<file path="src/rtl/lcd_read_timing.sv">
// ---------------------------------------------------------------------------
// lcd_read_timing
//   Read-side timing generator for an HD44780 panel in 4-bit mode. Performs
//   one 8-bit read as two nibble cycles (high nibble first) with RW high.
//   In poll mode, busy-flag reads repeat until BF=0 or MAX_POLLS bytes have
//   been read.
//
// Ports
//   i_clk, i_rst_n   system clock / asynchronous active-low reset
//   i_start          begin a read (sampled only in IDLE)
//   i_rs             register select for a single read (forced 0 in poll mode)
//   i_poll           sampled with i_start; 1 = busy-flag poll mode
//   o_busy           operation in progress
//   o_done           one-clock completion pulse
//   o_rd_data        last byte read {first nibble, second nibble}
//   o_timeout        valid with o_done; poll limit hit with BF still set
//   i_lcd_data_in    D4-D7 pin inputs (asynchronous)
//   o_lcd_rs/rw/e    LCD control pins
// ---------------------------------------------------------------------------
module lcd_read_timing #(
   parameter int SETUP_CYCLES  = 5,
   parameter int ENABLE_CYCLES = 14,
   parameter int HOLD_CYCLES   = 6,
   parameter int MAX_POLLS     = 1000
) (
   input  logic       i_clk,
   input  logic       i_rst_n,
   input  logic       i_start,
   input  logic       i_rs,
   input  logic       i_poll,
   output logic       o_busy,
   output logic       o_done,
   output logic [7:0] o_rd_data,
   output logic       o_timeout,
   input  logic [3:0] i_lcd_data_in,
   output logic       o_lcd_rs,
   output logic       o_lcd_rw,
   output logic       o_lcd_e
);

   typedef enum logic [2:0] {
      S_IDLE, S_SETUP, S_E_HIGH, S_E_LOW, S_DONE
   } state_t;

   state_t      r_state;
   logic [7:0]  r_cnt;
   logic        r_nib;        // 0 = high nibble, 1 = low nibble
   logic        r_poll_mode;
   logic [15:0] r_poll_cnt;
   logic [7:0]  r_byte;
   logic [3:0]  r_sync1;
   logic [3:0]  r_sync2;

   // Pin data is asynchronous to i_clk; two flops before use.
   always_ff @(posedge i_clk or negedge i_rst_n) begin
      if (!i_rst_n) begin
         r_sync1 <= 4'h0;
         r_sync2 <= 4'h0;
      end else begin
         r_sync1 <= i_lcd_data_in;
         r_sync2 <= r_sync1;
      end
   end

   always_ff @(posedge i_clk or negedge i_rst_n) begin
      if (!i_rst_n) begin
         r_state     <= S_IDLE;
         r_cnt       <= 8'd0;
         r_nib       <= 1'b0;
         r_poll_mode <= 1'b0;
         r_poll_cnt  <= 16'd0;
         r_byte      <= 8'h00;
         o_busy      <= 1'b0;
         o_done      <= 1'b0;
         o_rd_data   <= 8'h00;
         o_timeout   <= 1'b0;
         o_lcd_rs    <= 1'b0;
         o_lcd_rw    <= 1'b0;
         o_lcd_e     <= 1'b0;
      end else begin
         case (r_state)
            S_IDLE: begin
               o_lcd_e  <= 1'b0;
               o_lcd_rw <= 1'b0;
               o_busy   <= 1'b0;
               if (i_start) begin
                  o_lcd_rs    <= i_rs & ~i_poll;
                  o_lcd_rw    <= 1'b1;
                  o_busy      <= 1'b1;
                  r_poll_mode <= i_poll;
                  r_nib       <= 1'b0;
                  r_poll_cnt  <= 16'd1;
                  r_cnt       <= 8'd0;
                  r_state     <= S_SETUP;
               end
            end

            S_SETUP: begin
               if (r_cnt == 8'(SETUP_CYCLES - 1)) begin
                  r_cnt   <= 8'd0;
                  o_lcd_e <= 1'b1;
                  r_state <= S_E_HIGH;
               end else begin
                  r_cnt <= r_cnt + 8'd1;
               end
            end

            S_E_HIGH: begin
               if (r_cnt == 8'(ENABLE_CYCLES - 1)) begin
                  // Synchronized value reflects the pins ~12 clocks after E rose.
                  if (!r_nib) r_byte[7:4] <= r_sync2;
                  else        r_byte[3:0] <= r_sync2;
                  r_cnt   <= 8'd0;
                  o_lcd_e <= 1'b0;
                  r_state <= S_E_LOW;
               end else begin
                  r_cnt <= r_cnt + 8'd1;
               end
            end

            S_E_LOW: begin
               if (r_cnt == 8'(HOLD_CYCLES - 1)) begin
                  r_cnt <= 8'd0;
                  if (!r_nib) begin
                     r_nib   <= 1'b1;
                     r_state <= S_SETUP;
                  end else if (!r_poll_mode || !r_byte[7] ||
                               (r_poll_cnt == 16'(MAX_POLLS))) begin
                     // Byte complete: publish result and release the bus.
                     o_done    <= 1'b1;
                     o_busy    <= 1'b0;
                     o_rd_data <= r_byte;
                     o_timeout <= r_poll_mode & r_byte[7];
                     o_lcd_rw  <= 1'b0;
                     o_lcd_rs  <= 1'b0;
                     r_state   <= S_DONE;
                  end else begin
                     r_poll_cnt <= r_poll_cnt + 16'd1;
                     r_nib      <= 1'b0;
                     r_state    <= S_SETUP;
                  end
               end else begin
                  r_cnt <= r_cnt + 8'd1;
               end
            end

            S_DONE: begin
               o_done  <= 1'b0;
               r_state <= S_IDLE;
            end

            default: r_state <= S_IDLE;
         endcase
      end
   end

endmodule

</file>
<file path="config.mk">
export PLATFORM = sky130hd
export DESIGN_NAME = lcd_read_timing
export DESIGN_NICKNAME = d
export VERILOG_FILES = /design/src/rtl/lcd_read_timing.sv
export SDC_FILE = /design/constraint.sdc
export NUM_CORES = 1
export LEC_CHECK = 0
export CAP_MARGIN = 20
export CORE_MARGIN = 8
export CORE_UTILIZATION = 45
export CTS_CLUSTER_DIAMETER = 50
export DETAILED_ROUTE_END_ITERATION = 10
export GPL_TIMING_DRIVEN = 0
export RECOVER_POWER = 25
export SLEW_MARGIN = 20
export SYNTH_ARGS = -nofsm -noshare
export SYNTH_HDL_FRONTEND = slang
export SYNTH_SLANG_ARGS = --single-unit
export TNS_END_PERCENT = 5
</file>
<file path="constraint.sdc">
create_clock -name i_clk -period 2.5 [get_ports i_clk]
set_input_delay 0.5 -clock i_clk [delete_from_list [all_inputs] [get_ports i_clk]]
set_output_delay 0.5 -clock i_clk [all_outputs]
set_load 0.01 [all_outputs]
</file>
==> impl_metrics.csv, run 1 <==
group,metric,value,unit
drt,drt_iter0_drc,79,
floorplan,die_h,95.4,um
drt,drt-total-wl,6250,um
synthesis,synth_edf_count,0,
floorplan,die_area,9110,um^2
synthesis,syn_inst,275,
synthesis,yosysSeqAreaShare,0.511,
grt,grt_antenna_before_repair,0,
placed_design,placed_cells,375,
synthesis,syn-num-nets,289,
layout,drive_above_1_share,0.170,
grt,grt_usage,0.152,
drt,wire_per_inst,16.1,um
floorplan,initial_core_util,0.455,
grt,grt_max_degree,39,
critical_path,start_kind,"register",
timing,final_max_slew_viol_count,0,
drt,ant_nets,0,
timing,fmax,416,MHz
floorplan,dieWidth,95.4,um
layout,fill_cells,567,
timing,tightest_slew,1.08,ns
power_and_ir_drop,ir_worst_vdd,0.000591,V
clock_tree,clk_pin_slew,0.07,ns
synthesis,syn-cell-area,2840,um^2
clock_tree,insertion_delay,0.34,ns
layout,area_growth,20.7,%
clock_tree,cts_tree,"built",
critical_path,r2r-start,"r_cnt[4]",
drt,drt_pass1_iterations,4,
timing,rsz0062_at_grt,"false",
timing,fin_crit_sh,0.961,
timing,clock_skew,0.00874,ns
timing,fin_setup_tns,0,ns
grt,gr-total-overflow,0,
floorplan,core_area,6240,um^2
critical_path,cp.required,2.76,ns
layout,fin_cells,389,
floorplan,io_pins,23,
placed_design,gp_congestion,0.801,
timing,setup_ws,0.0982,ns
clock_tree,clockRootBuffer,"clkbuf_8",
floorplan,std_cell_rows,29,
synthesis,yosysWarnings,0,
clock_tree,cts.htree.levels,3,
synthesis,synth_flop_cell,"dfrtp_1",
layout,final_core_util,0.549,
timing,relSlewSlack,0.282,
critical_path,arrival,2.66,ns
status,outcome,"complete, no violations",
drt,vias_per_cell,5.68,
flow_run,maxCapViolations,0,
placed_design,io_buffer_count,22,
synthesis,synthDistinctLibCells,53,
critical_path,ff2ff_setup_slack,0.1,ns
power_and_ir_drop,power.density,1000,nW/um^2
timing,setup_violations,0,
placed_design,placed_area,3170,um^2
critical_path,worstPathMaxFanout,6,
layout,stdcell_area,3430,um^2
clock_tree,numCtsBuffers,9,
critical_path,reg2regPathDepth,6,
clock_tree,clk_path_buf_depth,2,
synthesis,synth.avg_cell_area,10.3,um^2
timing,fin_crit,2.40,ns
hold_path,min_path_type,"primary input to asynchronous set/reset pin",
clock_tree,cts_sinks,58,
synthesis,synth_seq_cells,58,
clock_tree,post-cts-setup-buffers,0,
critical_path,worstSetupEndpointType,"register",
timing,hold_violations,0,
grt,grt_pass1_wl,10800,um
critical_path,timing.rr.end,"r_poll_cnt[5]",
layout,antenna_cells,0,
synthesis,async_flop_share,1.00,
power_and_ir_drop,power.leakage,1.49,nW
drt,drc_errors,0,
drt,num_vias,2208,
grt,grt_pass1_vias,2254,
placed_design,preCtsSetupSlack,-0.114,ns
placed_design,dp_hpwl,4430,um
critical_path,crit_type,"register to register",
layout,fin_nets,321,
clock_tree,cts-hold-fix-buffers,0,
-- synth_stat cells, types with 2 or more instances --
master,instances,area share
a21oi_1,15,0.026
a22o_1,4,0.012
and3_1,4,0.0088
buf_1,2,0.0026
clkbuf_1,10,0.013
dfrtp_1,58,0.51
ha_1,5,0.022
inv_1,8,0.011
mux2_2,17,0.067
mux2i_1,3,0.011
nand2_1,30,0.040
nand2b_1,4,0.0088
nand3_1,12,0.021
nand4_1,4,0.0088
nor2_1,15,0.020
nor3_1,9,0.016
nor3_2,2,0.0071
nor3b_1,2,0.0053
nor4_1,3,0.0066
o21a_1,4,0.011
o21ai_0,11,0.019
o31ai_1,8,0.021
o41ai_1,4,0.012
or2_2,3,0.0066
or4_1,8,0.021
or4b_1,3,0.011
-- registers in the layout, summed over array words and instances (netlist names) --
signal	count
r_sync1	4
r_state	3
r_sync2	4
r_cnt	8
r_poll_cnt	16
o_rd_data	8
o_lcd_rs	1
r_poll_mode	1
r_byte	8
o_lcd_rw	1
o_done	1
o_timeout	1
r_nib	1
o_lcd_e	1
-- worst max-delay path by stage --
stage	from	endpoint	slack [ns]	cells past startpoint
global route	r_cnt[4]	r_poll_cnt[5]	0.01	6
CTS	r_state[0]	r_poll_cnt[10]	0.03	8
finish	r_cnt[4]	r_poll_cnt[5]	0.1	6
floorplan	r_cnt[4]	r_poll_cnt[15]	0.28	6
detailed placement	i_start	r_poll_cnt[10]	-0.11	7
global placement	i_rst_n	o_rd_data[1]	-0.98	1
-- layout by cell type, fill, tap and decap left out, types with 4 or more instances in the layout --
| master | instances |
|---|---|
| a21oi_1 | 14 |
| nand3_1 | 12 |
| dfrtp_1 | 58 |
| and3_1 | 4 |
| bufinv_16 | 4 |
| nand4_1 | 4 |
| ha_1 | 5 |
| o41ai_1 | 4 |
| clkbuf_1 | 7 |
| or4_1 | 8 |
| inv_1 | 8 |
| nand2b_1 | 4 |
| nor2_1 | 13 |
| nand2_1 | 30 |
| o21ai_0 | 11 |
| nor3_1 | 9 |
| clkdlybuf4s50_1 | 21 |
| mux2_2 | 17 |
| clkbuf_8 | 10 |
| o31ai_1 | 8 |
| a22o_1 | 4 |
-- report_power, final --
group / leakage (nW) / total [mW] / switching [mW] / internal (mW)
Clock: 0.134 / 1.16 / 0.374 / 0.789
Combinational: 0.589 / 1.03 / 0.599 / 0.431
Sequential: 0.763 / 1.23 / 0.142 / 1.09
-- metrics by stage --
step           hold slack [ns]  power [mW]
2_1_floorplan            0.204        1.93
3_3_place_gp             0.334        2.27
3_5_place_dp             0.340        2.27
4_1_cts                 0.0414        3.45
5_1_grt                  0.355        3.65
6_report                 0.336        3.43
-- routing by layer --
layer	wire (um)	vias to the layer above	part of all wire	track usage
li1	-	1079	-	-
met1	2990	1083	0.48	0.202
met2	2920	37	0.47	0.227
met3	261	9	0.042	0.0354
met4	82	0	0.013	0.0781
met5	0	-	0	0
-- critical path, stage by stage (launching register included) --
cell	delay, ns
dfrtp_1	0.44
or4_4	0.55
buf_6	0.15
or3_4	0.38
a21oi_2	0.21
or4b_1	0.45
a21oi_1	0.15
-- final cells by class --
cell class | instances | area (um^2) | share of cell area
inverter | 8 | 30.0 | 0.00876
tap | 77 | 96.3 | 0.0281
buffer | 13 | 65.1 | 0.0190
timing repair buffer | 23 | 219 | 0.0639
clock buffer | 11 | 141 | 0.0413
sequential | 58 | 1450 | 0.424
multi-input combinational | 194 | 1300 | 0.379
clock inverter | 5 | 125 | 0.0365
-- what timing repair did --
action / 4_1_cts / 5_1_grt
resized for setup: 2 / 7
endpoints found under the setup margin: 10 / 21
pin swaps: 0 / 1
-- kinds of logic after synthesis --
group,share of synthesized area
DFF,0.511
buffers and inverters,0.0348
adders and majority gates,0.0220
and+or+nand+nor,0.215
muxes,0.0780
AOI/OAI and AO/OA,0.139
Note: power is estimated with default switching activity, not from simulation.
==> inputs of run 2 (changes only) <==
--- a/config.mk
+++ b/config.mk
@@ -11,6 +11,7 @@
 export CTS_CLUSTER_DIAMETER = 50
 export DETAILED_ROUTE_END_ITERATION = 10
 export GPL_TIMING_DRIVEN = 0
+export PLACE_DENSITY = 0.62
 export RECOVER_POWER = 25
 export SLEW_MARGIN = 20
 export SYNTH_ARGS = -nofsm -noshare
==> run 2 against run 1 <==
Compared with the run above:
- critical path depth unchanged
- flip-flop and latch count stayed put
- setup slack worse by 0.023 ns
- sequential power about the same
- final cell count rose by 0.51%
- critical endpoint unchanged
- clock skew shrank 0.0038 ns
- global-route usage shrank 0.10 points
- highest routed layer unchanged
- fmax down 0.95%
- count of clock-buffer cells in the layout did not move
==> impl_metrics.csv, run 2 (synthesis gave the netlist of run 1 again) <==
group,metric,value,unit
critical_path,cp_top_family,"simple AND/OR/NAND/NOR gates",
floorplan,die_h,95.4,um
clock_tree,clk_path_buf_depth,2,
drt,wire_per_inst,16.0,um
layout,final_core_util,0.546,
layout,area_growth,20.1,%
critical_path,critPathSlowestCell,"or4_4",
drt,drt-total-wl,6260,um
flow_run,maxCapViolations,0,
floorplan,io_pins,23,
drt,drt_iter0_drc,95,
placed_design,placed_area,3170,um^2
grt,grt_pass1_wl,10700,um
layout,fin_cells,391,
placed_design,io_buffer_count,22,
floorplan,die_area,9110,um^2
clock_tree,cts_tree,"built",
timing,tightest_slew,1.02,ns
drt,ant_nets,0,
clock_tree,cts.htree.levels,3,
placed_design,dp_hpwl,4450,um
clock_tree,cts-hold-fix-buffers,0,
power_and_ir_drop,fin_total_pwr,3.32,mW
clock_tree,clk_pin_slew,0.07,ns
critical_path,worstPathMaxFanout,6,
drt,num_vias,2182,
layout,largest_register_ffs,16,
floorplan,dieWidth,95.4,um
drt,vias_per_cell,5.58,
timing,fin_crit_sh,0.970,
clock_tree,insertion_delay,0.33,ns
power_and_ir_drop,power.leakage,1.47,nW
critical_path,crit_type,"register to register",
timing,fin_setup_tns,0,ns
critical_path,cp.required,2.75,ns
critical_path,start_kind,"register",
layout,layout_commonest_cell,"dfrtp_1",
timing,fmax,412,MHz
layout,registers.top_by_ff_count,"r_poll_cnt",
critical_path,path_cells,"or4_4, buf_6, or3_4, a21oi_2, or4b_1, a21oi_1",
timing,fin_crit,2.42,ns
grt,grt_usage,0.151,
layout,fin_nets,323,
layout,stdcell_area,3410,um^2
grt,grt_pass1_vias,2241,
layout,antenna_cells,0,
grt,grt_antenna_before_repair,0,
critical_path,worstSetupEndpointType,"register",
clock_tree,clockRootBuffer,"clkbuf_8",
power_and_ir_drop,power.density,972,nW/um^2
placed_design,placed_cells,375,
clock_tree,numCtsBuffers,9,
critical_path,slowest_delay,0.55,ns
critical_path,arrival,2.68,ns
timing,rsz0062_at_grt,"true",
hold_path,min_path_type,"primary input to asynchronous set/reset pin",
drt,drt_pass1_iterations,6,
floorplan,core_area,6240,um^2
power_and_ir_drop,ir_worst_vdd,0.000651,V
critical_path,worst-path-buf-inv,1,
grt,gr-total-overflow,0,
timing,hold_violations,0,
timing,relSlewSlack,0.323,
clock_tree,cts_sinks,58,
grt,grt_max_degree,42,
floorplan,std_cell_rows,29,
drt,drc_errors,0,
timing,final_max_slew_viol_count,0,
timing,clock_skew,0.00497,ns
status,outcome,"complete, no violations",
layout,final_cell_mix,"dfrtp_1 (58), nand2_1 (30), clkdlybuf4s50_1 (21), mux2_2 (17)",
timing,setup_violations,0,
floorplan,initial_core_util,0.455,
placed_design,gp_congestion,0.807,
layout,drive_above_1_share,0.169,
-- run 2: path summary, 6_finish.rpt --
check | cells past startpoint | from | slack (ns) | end
setup / recovery | 6 | r_cnt[4] | 0.08 | r_poll_cnt[5]
hold / removal | 1 | i_rst_n | 0.29 | r_poll_cnt[15]
setup reg to reg | 6 | r_cnt[4] | 0.08 | r_poll_cnt[5]
hold reg to reg | 0 | r_sync1[1] | 0.35 | r_sync2[1]
max in group asynchronous | 2 | i_rst_n | 0.69 | r_nib
min in group i_clk | 0 | r_sync1[1] | 0.35 | r_sync2[1]
-- run 2: worst reg2reg max path, stage by stage (launching register included) --
cell	delay [ns]
dfrtp_1	0.44
or4_4	0.55
buf_6	0.15
or3_4	0.38
a21oi_2	0.23
or4b_1	0.45
a21oi_1	0.16
-- run 2: metrics by stage --
step	hold slack, ns	setup WS, ns
finish	0.287	0.0751
global route	0.356	-0.0493
CTS	0.0250	0.0212
detailed placement	0.335	-0.131
global placement	0.333	-0.942
floorplan	0.204	0.280
-- run 2: where the power goes --
group	total (mW)	leakage, nW	internal (mW)	switching [mW]
Clock	1.03	0.114	0.661	0.364
Combinational	1.05	0.595	0.443	0.609
Sequential	1.24	0.763	1.09	0.146
Total	3.32	1.47	2.20	1.12
-- run 2: what timing repair did --
item / in CTS / in global routing
pin swaps: 0 / 1
setup buffers: 0 / 1
resized for setup: 2 / 7
endpoints found under the setup margin: 10 / 22
-- run 2: routing by layer --
metal  track usage  routed length (um)  up-vias
met3        0.0378                 183       10
met1         0.197                2990     1068
met4        0.0627                  99        0
li1              -                   -     1077
met5             0                   0        -
met2         0.235                2990       27
-- run 2: final cells by class --
| cell class | instances | area, um^2 |
|---|---|---|
| tap | 77 | 96.3 |
| clock buffer | 11 | 131 |
| inverter | 8 | 30.0 |
| buffer | 14 | 68.8 |
| clock inverter | 5 | 103 |
| timing repair buffer | 24 | 226 |
| sequential | 58 | 1450 |
| multi-input combinational | 194 | 1300 |
| fill | 587 | 2830 |
==> inputs of run 3 (changes only) <==
--- a/config.mk
+++ b/config.mk
@@ -17,4 +17,3 @@
 export SYNTH_ARGS = -nofsm -noshare
 export SYNTH_HDL_FRONTEND = slang
 export SYNTH_SLANG_ARGS = --single-unit
-export TNS_END_PERCENT = 5
==> run 3 against run 2 <==
Compared with the run above:
- combinational power about the same
- critical path depth unchanged
- utilization about the same
- sequential share of layout area up 0.068 points
- setup slack better by 0.013 ns
- critical endpoint unchanged
- largest cell class unchanged
==> impl_metrics.csv, run 3 (synthesis gave the netlist of run 1 again) <==
group,metric,value,unit
timing,relSlewSlack,0.328,
clock_tree,cts_tree,"built",
floorplan,die_h,95.4,um
critical_path,worstSetupEndpointType,"register",
critical_path,start_kind,"register",
timing,fmax,415,MHz
clock_tree,insertion_delay,0.33,ns
drt,drt_iter0_drc,101,
grt,grt_pass1_wl,10700,um
power_and_ir_drop,ir_worst_vdd,0.000654,V
drt,drt_pass1_iterations,6,
power_and_ir_drop,power.leakage,1.47,nW
drt,ant_nets,0,
timing,setup_violations,0,
floorplan,dieWidth,95.4,um
floorplan,io_pins,23,
timing,fin_crit,2.41,ns
layout,registers.top_by_ff_count,"r_poll_cnt",
floorplan,core_area,6240,um^2
layout,final_cell_mix,"dfrtp_1 (57), nand2_1 (30), clkdlybuf4s50_1 (21), mux2_2 (17)",
drt,wl_met3,201,um
clock_tree,numCtsBuffers,9,
layout,fin_nets,322,
hold_path,min_path_type,"primary input to asynchronous set/reset pin",
clock_tree,clockRootBuffer,"clkbuf_8",
timing,fin_crit_sh,0.965,
layout,drive_above_1_share,0.173,
timing,hold_violations,0,
placed_design,preCtsSetupSlack,-0.131,ns
drt,num_vias,2172,
clock_tree,clk_pin_slew,0.07,ns
floorplan,die_area,9110,um^2
critical_path,reg2regPathDepth,6,
floorplan,initial_core_util,0.455,
drt,vias_per_cell,5.57,
layout,area_growth,20.0,%
grt,grt_pass1_vias,2241,
layout,layout_commonest_cell,"dfrtp_1",
layout,antenna_cells,0,
drt,topRoutingLayerUsed,"met4",
grt,gr-total-overflow,0,
clock_tree,cts_sinks,58,
grt,grt_max_degree,42,
clock_tree,cts.htree.levels,3,
placed_design,gp_congestion,0.807,
clock_tree,clk_path_buf_depth,2,
grt,grt_antenna_before_repair,0,
power_and_ir_drop,power.density,973,nW/um^2
placed_design,dp_hpwl,4450,um
drt,wl_met1,2980,um
timing,whs,0.289,ns
timing,clock_skew,0.00553,ns
clock_tree,cts-hold-fix-buffers,0,
timing,rsz0062_at_grt,"false",
drt,dr_wl_met2,2970,um
critical_path,worstPathMaxFanout,6,
timing,final_max_slew_viol_count,0,
power_and_ir_drop,fin_total_pwr,3.31,mW
timing,tightest_slew,1.01,ns
critical_path,cp.required,2.75,ns
drt,drc_errors,0,
critical_path,arrival,2.67,ns
floorplan,std_cell_rows,29,
critical_path,crit_type,"register to register",
timing,setup_ws,0.0876,ns
drt,drt-total-wl,6240,um
flow_run,maxCapViolations,0,
drt,wire_per_inst,16.0,um
grt,grt_usage,0.151,
layout,largest_register_ffs,16,
timing,fin_setup_tns,0,ns
status,outcome,"complete, no violations",
placed_design,io_buffer_count,22,
==> run 3: final timing paths <==
kind	start	end	slack (ns)
setup / recovery	r_cnt[4]	r_poll_cnt[5]	0.09
hold / removal	i_rst_n	r_poll_cnt[15]	0.29
setup reg to reg	r_cnt[4]	r_poll_cnt[5]	0.09
hold reg to reg	r_sync1[1]	r_sync2[1]	0.35
max in group asynchronous	i_rst_n	r_cnt[4]	0.62
min in group i_clk	r_sync1[1]	r_sync2[1]	0.35
==> run 3: critical path, cell delays in order, from the launching register on <==
cell and delay (ns):
dfrtp_2 0.44, or4_4 0.54, buf_6 0.15, or3_4 0.38, a21oi_2 0.22, or4b_1 0.45
a21oi_1 0.16
==> run 3: report_power, final <==
| part | internal, mW | switching (mW) |
|---|---|---|
| logic | 0.443 | 0.609 |
| clock network | 0.661 | 0.362 |
| registers | 1.09 | 0.146 |
==> run 3: area by class of cell <==
type                    instances  area (um^2)
fillers                       586         2830
inverters                       8         30.0
multi-input cells             194         1300
flip-flops and latches         58         1450
clock inverters                 5          103
repair buffers                 24          226
plain buffers                  13         65.1
clock buffers                  11          131
well taps                      77         96.3
==> run 3: layer usage <==
metal / GRT usage / up-vias
met5: 0 / -
met4: 0.0627 / 0
met3: 0.0378 / 8
met2: 0.235 / 34
met1: 0.197 / 1056
li1: - / 1074
==> run 3: metrics by stage <==
step	cells	util	cell area, um^2
4_1_cts	391	0.546	3410
3_5_place_dp	375	0.508	3170
2_1_floorplan	275	-	2840
5_1_grt	390	0.546	3410
3_3_place_gp	374	0.506	3160
6_report	390	0.546	3410
==> run 3: what timing repair did <==
action	in CTS	in global routing
pin swaps	0	1
resized for setup	2	8
setup endpoints to repair	10	22
setup buffers	0	1
==> edit (settings of run 3) <==
Compare `r_poll_cnt` against `16'(MAX_POLLS)` with >= in place of ==.
--- a/src/rtl/lcd_read_timing.sv
+++ b/src/rtl/lcd_read_timing.sv
@@ -125,7 +125,7 @@
                      r_nib   <= 1'b1;
                      r_state <= S_SETUP;
                   end else if (!r_poll_mode || !r_byte[7] ||
-                               (r_poll_cnt == 16'(MAX_POLLS))) begin
+                               (r_poll_cnt >= 16'(MAX_POLLS))) begin
                      // Byte complete: publish result and release the bus.
                      o_done    <= 1'b1;
                      o_busy    <= 1'b0;
Behaviour: no difference found for any inputs over 10 cycles, from zero or initial values and one cycle with i_rst_n low; that may be too few to reach the edited logic, so the function may still have changed.
==> edit against run 3 <==
Area after synthesis fell by 7.5%; sequential cell count stayed put; design area decreased by 7.5%; count of clock-buffer cells in the layout is the same; highest routed layer unchanged; largest cell class unchanged; synthesized cell count down 18%; worst setup slack improved by 0.20 ns; wire length is 22% lower.
Power is not compared: it rests on default switching activity, and its combinational part moved more than twofold at a synthesized area within 25%.
==> edit: results (changes against run 3) <==
- Final nets: 272 (-16%)
- Reg clk slew, reported paths: 0.06 ns
- YS warnings: 0 (unchanged)
- Vias in the first global route: 1816 (-19%)
- Later-pin clock latency in the skew report: 0.33 ns (about the same)
- Cells on worst reg2reg path: 6 (unchanged)
- Clock Root Buffer: clkbuf_8
- Distinct cells, synth: 47 (-11%)
- Gpl congestion: 0.775 (-4.0%)
- Share of layout cells above drive strength 1: 20.9% (+3.7 points)
- CP Data Arrival Time: 2.40 ns (-0.27 ns)
- Worst r2r src: r_cnt[5]
- RR Endpoint: r_cnt[2]
- Largest net degree at the start of global routing: 59 (+40%)
- Peak supply drop: 382 µV
- Initial drt markers: 58 (-43%)
- Diode count: 0 (unchanged)
- Commonest cells post-synth: dfrtp_1 (58), mux2_2 (18), nor2_1 (17)
- Syn nets: 239 (-17%)
- Hold Path Class: flip-flop to flip-flop
- Leakage: 1.40 nW
- Num CTS Buffers: 9 (unchanged)
- Max FFs per register: 16 (unchanged)
- Setup Total Neg Slack: 0 ns (unchanged)
- DR vias/cell: 5.26 (-5.5%)
- Hpwl dp: 3420 µm (-23%)
- GRT Total Usage: 13.0% (-2.1 points)
- Skew final: 0.00372 ns (-0.00181 ns)
- Least-Margin Pin Slew: 1.39 ns (+0.383 ns)
- Internal Power: 0.00156 W
- Async S/R FF share, synth: 100% (unchanged)
- Critical path's largest stage delay: 0.52 ns (-0.02 ns)
- Multi-input logic area: 0.00109 mm² (-17%)
- Crit path max-delay cell type: clkdlybuf4s50_1
- Top post-synthesis cells by area: dfrtp_1 (55%), mux2_2 (7.7%), nor2_1 (2.4%)
- First-pass GRT wire length: 8780 µm (-18%)
- Fillcell total: 501 (-15%)
- 1st-pass router iterations: 4 (-2)
- Post-synthesis sequential area ratio: 55.3% (+4.2 points)
- Initial antenna violation count: 0 (unchanged)
- Crit path to: r_poll_cnt[8]
- Reg2Reg Setup Slack: 0.33 ns (+0.24 ns)
- Wirelength per Cell: 14.4 µm (-10%)
- Outcome: finished clean
- Clock buffer depth: 2 (unchanged)
- Biggest register: r_poll_cnt
- Post-CTS sizing: 0 (-2)
- Crit path launch: i_start
- Cell family with most CP delay: compound AO/OA/AOI/OAI gates
- Placed Area: 0.00294 mm² (-7.5%)
- Post-CTS setup buffers: 0 (unchanged)
- Htree depth: 3 (unchanged)
- Dpl ws: -0.0597 ns (+0.0709 ns)
- Fin cells: 338 (-13%)
- FMAX: 0.452 GHz (+9.0%)
- Avg Cell Area, Syn: 11.7 µm² (+13%)
- Worst-path maximum fanout: 10 (+4)
- Number of cells after detailed placement: 322 (-14%)
-- edit: final cells by class --
class,count,share of cell area [%]
Buffer,9,1.67
Clock inverter,5,2.46
Sequential cell,58,46.0
Timing Repair Buffer,22,6.83
Inverter,9,1.07
Multi-Input combinational cell,149,34.5
Tap cell,75,2.98
Clock buffer,11,4.48
-- edit: logic make-up (layout without fill, tap and decap cells) --
logic type / Yosys count / after routing / share of synthesized area (%)
xor gates and xnor gates: 6 / 6 / 2.00
DFF: 58 / 58 / 55.3
and+or+nand+nor: 75 / 75 / 15.7
buffers and inverters: 18 / 56 / 3.29
adders and majority gates: 5 / 5 / 2.38
AOI/OAI and AO/OA: 44 / 44 / 13.2
muxes: 19 / 19 / 8.10
-- edit: power groups by stage --
stage	combinational [W]	clock (W)	sequential, W
floorplan	0.0000166	0	0.000984
global placement	0.0000563	0	0.000986
detailed placement	0.0000567	0	0.000986
CTS	0.0000566	0.000964	0.000969
global route	0.0000612	0.00100	0.000971
finish	0.0000525	0.000933	0.000969
-- edit: layer usage --
layer	up-vias	wire length [µm]	global-route usage, %
met5	-	0	0
met4	0	63	6.04
met2	36	2190	18.9
li1	873	-	-
met3	7	224	5.10
met1	862	2390	16.6
-- edit: how the worst min path moves through the flow --
stage / startpoint / end / slack (ns) / cells after the start
after CTS: i_rst_n / o_rd_data[2] / 0.24 / 1
after global routing: r_sync1[0] / r_sync2[0] / 0.36 / 0
final: r_sync1[0] / r_sync2[0] / 0.35 / 0
after floorplan: i_rst_n / o_done / 0.20 / 0
after global placement: r_sync1[1] / r_sync2[1] / 0.33 / 0
after detailed placement: r_sync1[0] / r_sync2[0] / 0.34 / 0
